<file path="src/rtl/rr_arb_mux.sv">
// rr_arb_mux: N-channel round-robin arbiter and registered selector with a
// valid/ready handshake on every input and on the single output.
// Optional feature macro: ARB_LOCK_EN adds the in_lock port. With it, a
// channel can keep ownership of the arbiter across several words.

module rr_arb_mux #(
  parameter int WIDTH = 32,
  parameter int N     = 5
) (
  input  logic               clk,
  input  logic               reset,
  input  logic [N*WIDTH-1:0] in_data,
  input  logic [N-1:0]       in_valid,
  output logic [N-1:0]       in_ready,
  output logic [WIDTH-1:0]   out_data,
  output logic               out_valid,
  input  logic               out_ready,
  output logic [N-1:0]       out_grant
`ifdef ARB_LOCK_EN
  ,
  input  logic [N-1:0]       in_lock
`endif
);

  localparam int PW = (N > 1) ? $clog2(N) : 1;

  logic [WIDTH-1:0] out_data_q, out_data_d;
  logic             out_valid_q, out_valid_d;
  logic [N-1:0]     out_grant_q, out_grant_d;
  logic [PW-1:0]    ptr_q, ptr_d;

  logic             load_en;
  logic [N-1:0]     eligible;
  logic [N-1:0]     grant_next;
  logic             found;
  logic [PW-1:0]    win_idx;
  logic [WIDTH-1:0] sel_data;

`ifdef ARB_LOCK_EN
  logic             lock_q, lock_d;
  logic [PW-1:0]    owner_q, owner_d;
`endif

  // The output register can take a new word when it is empty or being popped.
  assign load_en = !out_valid_q || out_ready;

  // Requests allowed to compete this cycle; a held lock admits only its owner.
  always_comb begin
    eligible = '0;
    for (int i = 0; i < N; i++) begin
`ifdef ARB_LOCK_EN
      eligible[i] = in_valid[i] && (!lock_q || (owner_q == PW'(i)));
`else
      eligible[i] = in_valid[i];
`endif
    end
  end

  // Round-robin search starting just after the last granted channel.
  always_comb begin : arb_search
    int idx;
    logic [PW-1:0] idx_w;
    idx        = 0;
    idx_w      = '0;
    grant_next = '0;
    win_idx    = '0;
    found      = 1'b0;
    for (int k = 1; k <= N; k++) begin
      idx   = (int'(ptr_q) + k) % N;
      idx_w = PW'(idx);
      if (!found && eligible[idx_w]) begin
        found             = 1'b1;
        win_idx           = idx_w;
        grant_next[idx_w] = 1'b1;
      end
    end
  end

  // One-hot mux of the winning channel's data.
  always_comb begin
    sel_data = '0;
    for (int i = 0; i < N; i++) begin
      if (grant_next[i]) begin
        sel_data = sel_data | in_data[i*WIDTH +: WIDTH];
      end
    end
  end

  assign in_ready = load_en ? grant_next : '0;

  // Next-state for the output stage, the priority pointer and the lock.
  always_comb begin
    out_data_d  = out_data_q;
    out_valid_d = out_valid_q;
    out_grant_d = out_grant_q;
    ptr_d       = ptr_q;
`ifdef ARB_LOCK_EN
    lock_d      = lock_q;
    owner_d     = owner_q;
`endif
    if (load_en) begin
      if (found) begin
        out_data_d  = sel_data;
        out_valid_d = 1'b1;
        out_grant_d = grant_next;
        ptr_d       = win_idx;
`ifdef ARB_LOCK_EN
        if (in_lock[win_idx]) begin
          lock_d  = 1'b1;
          owner_d = win_idx;
        end else begin
          lock_d  = 1'b0;
        end
`endif
      end else begin
        out_valid_d = 1'b0;
        out_grant_d = '0;
      end
    end
  end

  // State registers; the pointer resets to N-1 so channel 0 wins first.
  always_ff @(posedge clk or posedge reset) begin
    if (reset) begin
      out_data_q  <= '0;
      out_valid_q <= 1'b0;
      out_grant_q <= '0;
      ptr_q       <= PW'(N - 1);
`ifdef ARB_LOCK_EN
      lock_q      <= 1'b0;
      owner_q     <= '0;
`endif
    end else begin
      out_data_q  <= out_data_d;
      out_valid_q <= out_valid_d;
      out_grant_q <= out_grant_d;
      ptr_q       <= ptr_d;
`ifdef ARB_LOCK_EN
      lock_q      <= lock_d;
      owner_q     <= owner_d;
`endif
    end
  end

  assign out_data  = out_data_q;
  assign out_valid = out_valid_q;
  assign out_grant = out_grant_q;

endmodule

</file>
<file path="config.mk">
export PLATFORM = sky130hd
export DESIGN_NAME = rr_arb_mux
export DESIGN_NICKNAME = d
export VERILOG_FILES = /design/src/rtl/rr_arb_mux.sv
export SDC_FILE = /design/constraint.sdc
export NUM_CORES = 1
export LEC_CHECK = 0
export CAP_MARGIN = 20
export CORE_AREA = 2 2 101 175
export CTS_CLUSTER_SIZE = 20
export DETAILED_ROUTE_END_ITERATION = 12
export DIE_AREA = 0 0 103 177
export GPL_TIMING_DRIVEN = 0
export HOLD_SLACK_MARGIN = 0.12
export PLACE_DENSITY = 0.63
export SLEW_MARGIN = 25
export SYNTH_ARGS = -nofsm -noshare
export SYNTH_HDL_FRONTEND = slang
export SYNTH_SLANG_ARGS = --single-unit
</file>
<file path="constraint.sdc">
create_clock -name clk -period 5.24 [get_ports clk]
set_input_delay 0.524 -clock clk [delete_from_list [all_inputs] [get_ports clk]]
set_output_delay 0.524 -clock clk [all_outputs]
set_load 0.01 [all_outputs]
</file>
== After elaboration in Yosys (flattened, before gate mapping) ==
Index checks and enable logic that the tools add are counted.
Word-level totals
  bits in registers: 41
  latch bits: 0
  RAM bits: 0
  ROM bits: 0
  input bits: 168
  output and inout port bits: 43
  word-level logic and storage cells: 91
  memories kept: 0
Cells by class
  add/sub/neg operators: 5
  multipliers: 0
  div/mod/pow operators: 5
  magnitude comparators: 10
  equality and inequality tests: 0
  shift operators: 0
  muxes and demuxes: 43
  bitwise gates (word level): 8
  reduce and logical (&&, ||, !) cells: 16
Operator list (number)
  32-bit by 4-bit remainder unit with 32-bit output (second input constant): 5
  32-bit two-way mux: 5
  32-bit OR: 4
  5-bit two-way mux: 7
  3-bit by 4-bit < comparator with 1-bit output (second input constant): 5
  5-bit OR: 4
  1-bit two-way mux: 16
  1-bit binary-select mux with 3-bit select: 5
  1-bit demux with 3-bit select: 5
  3-bit by 1-bit greater-or-equal comparator with 1-bit output (second input constant): 5
  3-bit two-way mux: 5
  1-bit logical AND: 9
  3-bit by 2-bit adder with 4-bit output (second input constant): 2
  3-bit by 3-bit adder with 4-bit output (second input constant): 2
  1-bit zero test: 5
  3-bit by 1-bit adder with 4-bit output (second input constant): 1
  2-bit AND reduction: 1
  1-bit logical OR: 1

== Logic depth before layout (Yosys ltp) ==
Gate-level depths: netlist of run 1.
  depth in word-level cells: 26
  gate-level depth with buffers: 26
  gate-level depth less buffers: 20

== Worst setup path before layout of run 1 ==
OpenSTA, ideal clock, no wires.
  path kind: reg-to-output
  start: register ptr_q[0]
  end: output port in_ready[0]
  arrival: 4933 ps
  setup slack: -217 ps
  cell stages (with the launch flop): 25
  cell sequence: dfrtp_1 -> clkbuf_1 -> inv_1 -> buf_2 -> ha_1 -> buf_2 -> clkinv_1 -> ha_1 -> nor2_1 -> a21oi_1 -> xnor2_1 -> inv_1 -> ha_1 -> nor2b_1 -> a21oi_1 -> a21bo_1 -> buf_2 -> xnor2_1 -> a221o_1 -> nand4_1 -> or2_1 -> a31oi_2 -> clkbuf_1 -> nor2_1 -> nor2_1
Between the ends
  word-level cells in the longest chain between the ends: 18
  elaborated cells on any way between the ends: 67
  those cells by class: add/sub (5); div (5); order compare (10); mux (30); bitwise (4); reduce/logical (13)
Ends and longest elaborated chain
  start, declared: line 30  | logic [PW-1:0] ptr_q, ptr_d;
  start signal, assigned: line 128  | ptr_q <= PW'(N - 1);
  start signal, assigned: line 137  | ptr_q <= ptr_d;
  branches (longest 16 deep; another with 32-bit by 4-bit remainder unit with 32-bit output)
  5-bit two-way mux (*): line 71  | if (!found && eligible[idx_w]) begin
  5-bit two-way mux (*): line 89  | assign in_ready = load_en ? grant_next : '0;
  end, declared: line 14  | output logic [N-1:0] in_ready,
Mark *: on every way between the ends. The select of a mux whose other input is x is not followed.

== Worst setup path in the final report of run 1 ==
  start: register ptr_q[0]
  end: output port in_ready[1]
The elaborated chain is that of the path after synthesis.

==> results of run 1 <==
-- placed cells by master, fill, tap and decap left out, drive strengths merged, types with 5 or more instances in the layout --
| cell type | netlist | final |
|---|---|---|
| o21ai | 14 | 14 |
| clkdlybuf4s50 | 0 | 204 |
| dfrtp | 40 | 40 |
| or2 | 6 | 6 |
| ha | 26 | 26 |
| o21a | 67 | 67 |
| nand2 | 23 | 23 |
| nand3 | 6 | 6 |
| a21oi | 19 | 19 |
| nor2b | 8 | 8 |
| buf | 25 | 107 |
| and3 | 9 | 9 |
| a221oi | 67 | 67 |
| o31ai | 8 | 8 |
| mux2 | 7 | 7 |
| nand4 | 5 | 5 |
| nand3b | 5 | 5 |
| a211oi | 8 | 8 |
| clkbuf | 25 | 29 |
| or3 | 5 | 5 |
| nand2b | 13 | 13 |
| inv | 19 | 16 |
| xnor2 | 14 | 14 |
| a31oi | 39 | 39 |
| and2 | 5 | 5 |
| o211ai | 7 | 7 |
| nor2 | 69 | 69 |
-- worst min path at each step --
| stage | from | slack, ns | endpoint | cells past startpoint |
|---|---|---|---|---|
| global placement | out_grant[1]$_DFFE_PP0N_ | 0.46 | out_grant[1]$_DFFE_PP0N_ | 1 |
| detailed placement | out_grant[1]$_DFFE_PP0N_ | 0.46 | out_grant[1]$_DFFE_PP0N_ | 1 |
| global route | out_grant[1]$_DFFE_PP0N_ | 0.52 | out_grant[1]$_DFFE_PP0N_ | 1 |
| CTS | out_grant[1]$_DFFE_PP0N_ | 0.48 | out_grant[1]$_DFFE_PP0N_ | 1 |
| floorplan | out_grant[1]$_DFFE_PP0N_ | 0.52 | out_grant[1]$_DFFE_PP0N_ | 1 |
| finish | out_grant[1]$_DFFE_PP0N_ | 0.48 | out_grant[1]$_DFFE_PP0N_ | 1 |
-- final cells by class --
| cell class | instances | area share, % |
|---|---|---|
| Clock buffer | 5 | 1.43 |
| Multi-Input combinational cell | 492 | 46.4 |
| Tap cell | 227 | 3.25 |
| Timing Repair Buffer | 285 | 30.6 |
| Clock inverter | 3 | 0.746 |
| Sequential cell | 41 | 11.8 |
| Inverter | 20 | 1.15 |
| Buffer | 50 | 4.59 |
-- registers in the layout (all words and copies together), names as in the netlist --
signal	flops
out_data	32
out_grant	5
ptr_q	3
out_valid	1
-- Yosys cell counts (3+ instances only) --
cell | instances | share of area (%)
a211oi_1 | 5 | 0.76
a211oi_2 | 3 | 0.76
a21oi_1 | 18 | 1.8
a221oi_1 | 65 | 11
a31oi_1 | 38 | 4.8
a32oi_1 | 3 | 0.53
and2_1 | 4 | 0.51
and3_1 | 9 | 1.1
buf_2 | 20 | 2.0
buf_6 | 4 | 0.91
clkbuf_1 | 25 | 1.9
dfrtp_1 | 40 | 20
ha_1 | 26 | 6.6
inv_1 | 17 | 1.3
mux2_2 | 6 | 1.4
mux2i_1 | 4 | 0.81
nand2_1 | 22 | 1.7
nand2b_1 | 13 | 1.6
nand3_1 | 6 | 0.61
nand3b_1 | 5 | 0.76
nand4_1 | 5 | 0.63
nor2_1 | 68 | 5.2
nor2b_1 | 8 | 1.0
nor3_1 | 3 | 0.30
o211a_1 | 4 | 0.81
o211ai_1 | 7 | 1.1
o21a_1 | 67 | 10
o21ai_0 | 13 | 1.3
o21bai_1 | 4 | 0.61
o31a_1 | 3 | 0.53
o31ai_1 | 6 | 0.91
or2_1 | 3 | 0.38
or2_2 | 3 | 0.38
or3_1 | 5 | 0.63
or4_1 | 3 | 0.45
xnor2_1 | 12 | 2.1
-- metal layers --
metal  routed length (µm)  track usage, %  share of wire, %
met5                    0               0                 0
met4                 1400            13.0               5.9
met3                 1230            3.44               5.2
met2                12900            46.8                54
met1                 8180            25.4                35
-- worst max-delay path: stages, from the launching register on --
cell and delay, ns:
dfrtp_2 0.43, buf_8 0.14, inv_2 0.07, buf_8 0.10
ha_4 0.22, buf_4 0.15, buf_4 0.15, ha_1 0.17
inv_1 0.05, ha_1 0.22, or4bb_1 0.47, o211ai_1 0.13
a21bo_1 0.25, buf_6 0.14, xnor2_1 0.14, a221o_1 0.33
and3_4 0.20, a311oi_4 0.38, o22ai_4 0.13, buf_6 0.17
and2_1 0.15, buf_2 0.15
-- metrics by stage --
stage                     hold WS (ns)  setup TNS, ns  area, µm²
after floorplan                  0.518              0       4960
after global placement           0.460         -50.10       7330
after detailed placement         0.464         -49.71       7350
after CTS                        0.478              0       8390
after global routing             0.517         -0.118       8730
final                            0.478              0       8730
-- what timing repair did --
item / in CTS / in global routing
endpoints found under the setup margin: 46 / 32
buffers inserted: 53 / 22
gates resized for setup: 112 / 43
pin swaps: 30 / 32
-- cell families (layout without fill, tap and decap cells) --
logic type	after synthesis	after routing
AOI/OAI and AO/OA	270	270
and+or+nand+nor	171	171
buffers and inverters	70	363
DFF	41	41
adders and majority gates	26	26
xor gates and xnor gates	14	14
muxes	11	11
==> run summary, run 1 <==
Status - completed
Die height - 177 µm
Inserted Diodes - 0
Ys async rst share - 100%
Layout area overhead - 76.2%
Max FO, Critical Path - 10
R2R Path End - out_data[12]$_DFFE_PP0P_
Initial core utilization - 29.4%
Root Buffer - clkbuf_16
RR Startpoint - ptr_q[0]$_DFFE_PP0P_
WS Path Type - register to output port
Xor and xnor area share after synthesis - 3.01%
Flop2flop setup slack - 0.19 ns
FP Rows - 63
Final HPWL DP - 17.3 mm
CP Launch Type - register
Setup crit end kind - output port
Sink Count - 41
Grt total ovfl - 0
Synth Area in Simple Gates - 17.9%
H-Tree Depth - 2
Synth cell types - 84
Synthesized netlist cell count - 603
Routed len/inst - 21.1 µm
CTS buffer count - 5
Tmin final - 5.16 ns
Yosys reg bits - 41
Final std cells w/o fill - 1123
EDFF count, synth - 0
Deepest clock path buffer count - 2
WP data required - 4.72 ns
Via density - 5.68
Ys Warns - 0
IO buf count - 209
RSZ-0062 raised after global routing - yes
Post-route DRC - 0
Clk_skew - 0.00500 ns
Synth Area in Compound Gates - 42.9%
Layout cells sized above 1 - 22.7%
# Max-Cap Violations - 0
Worst-Skew Late Latency - 0.28 ns
Crit path DAT - 4.64 ns
Setup ws final - 0.0792 ns
Detailed-route via count - 6383
Die width - 103 µm
Largest net degree at the start of global routing - 29
CTS tree - built
Worst slew pin tran - 0.593 ns
Ys flop type - dfrtp_1
Mean Syn Cell Area - 8.21 µm²
Final nets - 1089
Cell Area, Synth - 4950 µm²
R2r worst-path depth - 23
Critical path endpoint - in_ready[1]
First-pass GRT wire length - 34.7 mm
Sequential Area - 1030 µm²
DR pass1 iterations - 7
Relative slew slack - 60.5%
Post-synthesis mux area share - 2.48%
Main combinational cell family by area after synthesis - compound AO/OA/AOI/OAI gates
WL final - 23.7 mm
Worst Setup SP - ptr_q[0]$_DFFE_PP0P_
Clock transition at path regs - 0.07 ns
Fin crit share - 98.5%
Final Hold Viols - 0
Detailed Route Iter0 Violations - 319
Share of the yosys chip area belonging to registers - 20.7%
Syn Nets - 797
Worst hold-check path type - register to register
Hold_buf cts - 0
GP Congestion - 0.898
Routed Antenna Nets - 0
Post-synthesis adder-cell area fraction - 6.57%
Slew Limit Fails - 0
Initial antenna violation count - 0
Total GRT Usage - 24.8%
Multi-input gate area - 4050 µm²
Core area - 16900 µm²
Endpoints failing setup - 0
Pre-CTS setup slack - -1.74 ns
Final Util - 51.7%
IO Count - 211
Cells after DPL - 1040
FMAX - 194 MHz
Layout fillers - 1648
Number of global-route vias before repair - 6511
Die Area - 18200 µm²
Power of run 1 is left out: the tool's default activity adds up to more than one toggle a clock period on the data nets, which glitch-free logic cannot reach.
==> run 2, diff against run 1 <==
CTS_CLUSTER_DIAMETER = 200   (was not set)
clock period = 4.3 ns   (was 5.24 ns; I/O delays follow)
==> run summary, run 2 (same netlist as run 1, synthesis figures left out) <==
CTS tree - built
Detailed-route via count - 6468
Tmin final - 4.90 ns
FMAX - 204 MHz
Cells after DPL - 1040
Inserted Diodes - 0
Setup crit end kind - output port
Failing checks - setup timing
R2r worst-path depth - 28
Most common cell on crit path - buf_6
Routed len/inst - 21.8 µm
WP buf/inv - 10
Hold_buf cts - 0
RR Startpoint - ptr_q[0]$_DFFE_PP0P_
Die height - 177 µm
Die Area - 18200 µm²
Worst stage delay on the critical path - 0.46 ns
Fin crit share - 114%
Final HPWL DP - 17.3 mm
Slew Limit Fails - 0
Layout cells sized above 1 - 34.7%
RSZ-0062 raised after global routing - yes
Clk_skew - 0.0105 ns
Clock transition at path regs - 0.07 ns
Post-route DRC - 0
Largest net degree at the start of global routing - 29
IO buf count - 209
Detailed Route Iter0 Violations - 328
Endpoints failing setup - 41
IO Count - 211
WP data required - 3.87 ns
Highest-delay cell along the critical path - dfrtp_2
Initial antenna violation count - 0
WS Path Type - register to output port
Final nets - 1109
Layout area overhead - 99.3%
Final Hold Viols - 0
Multi-input gate area - 4730 µm²
Critical path's top delay family - buffers and inverters
Via density - 5.66
Status - complete, but fails checks
Number of global-route vias before repair - 7061
Root Buffer - clkbuf_16
Crit path DAT - 4.47 ns
Core area - 16900 µm²
WL final - 24.9 mm
Worst hold-check path type - input pin to asynchronous set/reset pin
Flop2flop setup slack - -0.53 ns
Commonest cells after routing, fill and taps aside - clkdlybuf4s50_1 (204), buf_4 (85), o21a_1 (67)
Initial core utilization - 29.4%
DR pass1 iterations - 5
Worst-Skew Late Latency - 0.30 ns
Sequential Area - 1030 µm²
Most common cell after layout, fill and taps aside - clkdlybuf4s50_1
CP Launch Type - register
Largest register FFs - 32
Relative slew slack - 56.8%
H-Tree Depth - 2
Grt total ovfl - 0
Deepest clock path buffer count - 2
GP Congestion - 0.895
CTS buffer count - 5
Total GRT Usage - 27.1%
Max FO, Critical Path - 6
Routed Antenna Nets - 0
Sink Count - 41
FP Rows - 63
Die width - 103 µm
First-pass GRT wire length - 38.1 mm
Worst slew pin tran - 0.642 ns
Setup ws final - -0.599 ns
Layout fillers - 1468
# Max-Cap Violations - 0
R2R Path End - out_data[6]$_DFFE_PP0P_
Final std cells w/o fill - 1143
[run 2: cell count changes in the layout (fill, tap and decap cells not counted), sizes merged]
| cell | change |
|---|---|
| buf | +16 |
| bufbuf | +2 |
| clkbuf | +2 |
| clkinv | -2 |
| clkinvlp | -2 |
| inv | +4 |
[run 2: worst max path at each step]
stage	start	cells after the start	to
6_report	ptr_q[0]$_DFFE_PP0P_	26	in_ready[1]
5_1_grt	ptr_q[0]$_DFFE_PP0P_	21	in_ready[1]
4_1_cts	ptr_q[0]$_DFFE_PP0P_	21	in_ready[1]
3_5_place_dp	ptr_q[2]$_DFFE_PP1P_	18	in_ready[3]
3_3_place_gp	ptr_q[2]$_DFFE_PP1P_	18	in_ready[3]
2_1_floorplan	ptr_q[0]$_DFFE_PP0P_	24	in_ready[1]
[run 2: routing by layer]
metal | up-vias | GRT usage, % | routed length, µm
met5 | - | 0 | 0
met4 | 0 | 15.5 | 1550
met3 | 97 | 3.59 | 1200
met2 | 287 | 50.9 | 13900
met1 | 3090 | 27.5 | 8260
li1 | 2994 | - | -
[run 2: metrics by stage]
stage | setup slack (ns) | util (%) | instance area [µm²] | hold WS (ns) | TNS (ns)
floorplan | -0.176 | - | 5380 | 0.518 | -4.34
global placement | -1.58 | 46.0 | 7760 | 0.461 | -41.72
detailed placement | -1.59 | 46.1 | 7780 | 0.466 | -42.02
CTS | -0.603 | 55.9 | 9430 | 0.423 | -16.33
global route | -0.767 | 58.5 | 9870 | 0.461 | -23.38
finish | -0.599 | 58.5 | 9870 | 0.418 | -16.65
[run 2: cell type report]
type | instances | area share (%)
clock buffers | 5 | 1.27
well taps | 227 | 2.88
multi-input cells | 492 | 47.9
plain buffers | 48 | 5.21
clock inverters | 3 | 0.697
repair buffers | 307 | 30.5
flip-flops and latches | 41 | 10.4
inverters | 20 | 1.09
[run 2: what timing repair did]
item / 4_1_cts / 5_1_grt
pin swaps: 100 / 59
endpoints found under the setup margin: 46 / 46
setup buffers: 74 / 18
cloned: 4 / 1
resized for setup: 173 / 66
Power of run 2 is left out for the same reason.
==> run 3, diff against run 2 <==
PLACE_DENSITY = 0.59   (was 0.63)
==> run summary, run 3 (same netlist as run 1, synthesis figures left out) <==
Status - complete, but fails checks
Failing checks - setup timing
Most common cell after layout, fill and taps aside - clkdlybuf4s50_1
Largest net degree at the start of global routing - 27
Highest-delay cell along the critical path - dfrtp_2
IO Count - 211
Number of global-route vias before repair - 7053
Clock transition at path regs - 0.07 ns
GP Congestion - 0.930
Commonest cells after routing, fill and taps aside - clkdlybuf4s50_1 (204), buf_4 (86), o21a_1 (67)
Detailed-route via count - 6671
Largest register FFs - 32
Routed Antenna Nets - 0
Relative slew slack - 57.5%
Deepest clock path buffer count - 2
Grt total ovfl - 0
Most common cell on crit path - buf_6
Hold_buf cts - 0
Inserted Diodes - 0
WP data required - 3.87 ns
Layout area overhead - 102%
Worst stage delay on the critical path - 0.42 ns
H-Tree Depth - 2
Final Util - 59.4%
Initial core utilization - 29.4%
CP Launch Type - register
Layout cells sized above 1 - 35.4%
DR pass1 iterations - 7
Slew Limit Fails - 0
Layout fillers - 1466
Die Area - 18200 µm²
FP Rows - 63
Crit path DAT - 4.45 ns
Clk_skew - 0.00438 ns
Core area - 16900 µm²
# Max-Cap Violations - 0
CTS buffer count - 5
Setup ws final - -0.576 ns
Die width - 103 µm
Tmin final - 4.88 ns
Final Hold Viols - 0
Multi-input gate area - 4650 µm²
Sequential Area - 1030 µm²
CTS tree - built
FMAX - 205 MHz
Fin crit share - 113%
Die height - 177 µm
Post-route DRC - 0
Sink Count - 41
Worst-Skew Late Latency - 0.29 ns
RSZ-0062 raised after global routing - yes
Critical path's top delay family - buffers and inverters
Max FO, Critical Path - 6
WL final - 25.8 mm
Worst hold-check path type - register to register
Detailed Route Iter0 Violations - 286
WS Path Type - register to output port
Setup crit end kind - output port
IO buf count - 209
Worst slew pin tran - 0.632 ns
First-pass GRT wire length - 37.9 mm
Initial antenna violation count - 0
Pre-CTS setup slack - -1.70 ns
Total GRT Usage - 27.0%
Via density - 5.76
Final nets - 1125
Endpoints failing setup - 39
Root Buffer - clkbuf_16
Final HPWL DP - 18.1 mm
WP buf/inv - 9
Routed len/inst - 22.3 µm
## run 3: cell count changes in the layout (fill, tap and decap cells not counted), moves of 3 or more
cell       before  now
a221oi_4       10    6
buf_2           4    7
buf_6          16   24
buf_8           6   10
clkbuf_1        8    5
clkbuf_16       8   13
clkbuf_2        6    3
nor2_1         57   60
## run 3: worst paths after layout
check	cells after the start	end	slack [ns]	start
hold reg to reg	1	out_grant[1]$_DFFE_PP0N_	0.51	out_grant[1]$_DFFE_PP0N_
max in group asynchronous	3	out_data[27]$_DFFE_PP0P_	3.24	reset
hold / removal	1	out_grant[1]$_DFFE_PP0N_	0.51	out_grant[1]$_DFFE_PP0N_
setup reg to reg	28	out_data[31]$_DFFE_PP0P_	-0.46	ptr_q[1]$_DFFE_PP0P_
setup / recovery	25	in_ready[1]	-0.58	ptr_q[1]$_DFFE_PP0P_
min in group asynchronous	2	out_data[15]$_DFFE_PP0P_	0.55	reset
## run 3: layer usage
metal  vias up  routed length [µm]  share of wire, %  track usage [%]
li1       3032                   -                 -                -
met1      3251                8610                33             26.9
met2       311               14400                56             51.2
met3        77                1500               5.8             5.17
met4         0                1320               5.1             13.4
met5         -                   0                 0                0
## run 3: area by class of cell
| cell class | instances | share of cell area (%) |
|---|---|---|
| multi-input combinational | 492 | 46.4 |
| timing repair buffer | 323 | 32.1 |
| sequential | 41 | 10.3 |
| buffer | 48 | 5.58 |
| tap | 227 | 2.83 |
| clock buffer | 5 | 1.25 |
| inverter | 20 | 1.15 |
| clock inverter | 3 | 0.462 |
## run 3: what timing repair did
item	CTS	global route
pin swaps	88	70
endpoints found under the hold margin	0	0
gates cloned	3	4
endpoints found under the setup margin	46	45
setup buffers	78	30
resized for setup	168	84
## run 3: worst register-to-register path, delay by kind of cell (launching register included)
| family | cells | cell delay [ns] |
|---|---|---|
| adders and majority gates | 3 | 0.55 |
| AOI/OAI and AO/OA | 8 | 1.14 |
| and+or+nand+nor | 4 | 0.81 |
| DFF | 1 | 0.42 |
| buffers and inverters | 11 | 1.27 |
| xor gates and xnor gates | 2 | 0.44 |
## run 3: metrics by stage
step	setup TNS, ns	instances	cell area (µm²)	hold WS [ns]
after floorplan	-4.34	603	5380	0.518
after global placement	-37.60	1039	7760	0.462
after detailed placement	-46.30	1040	7780	0.493
after CTS	-13.80	1128	9390	0.508
after global routing	-23.22	1159	10000	0.514
final	-15.36	1159	10000	0.506
Power of run 3 is left out for the same reason.
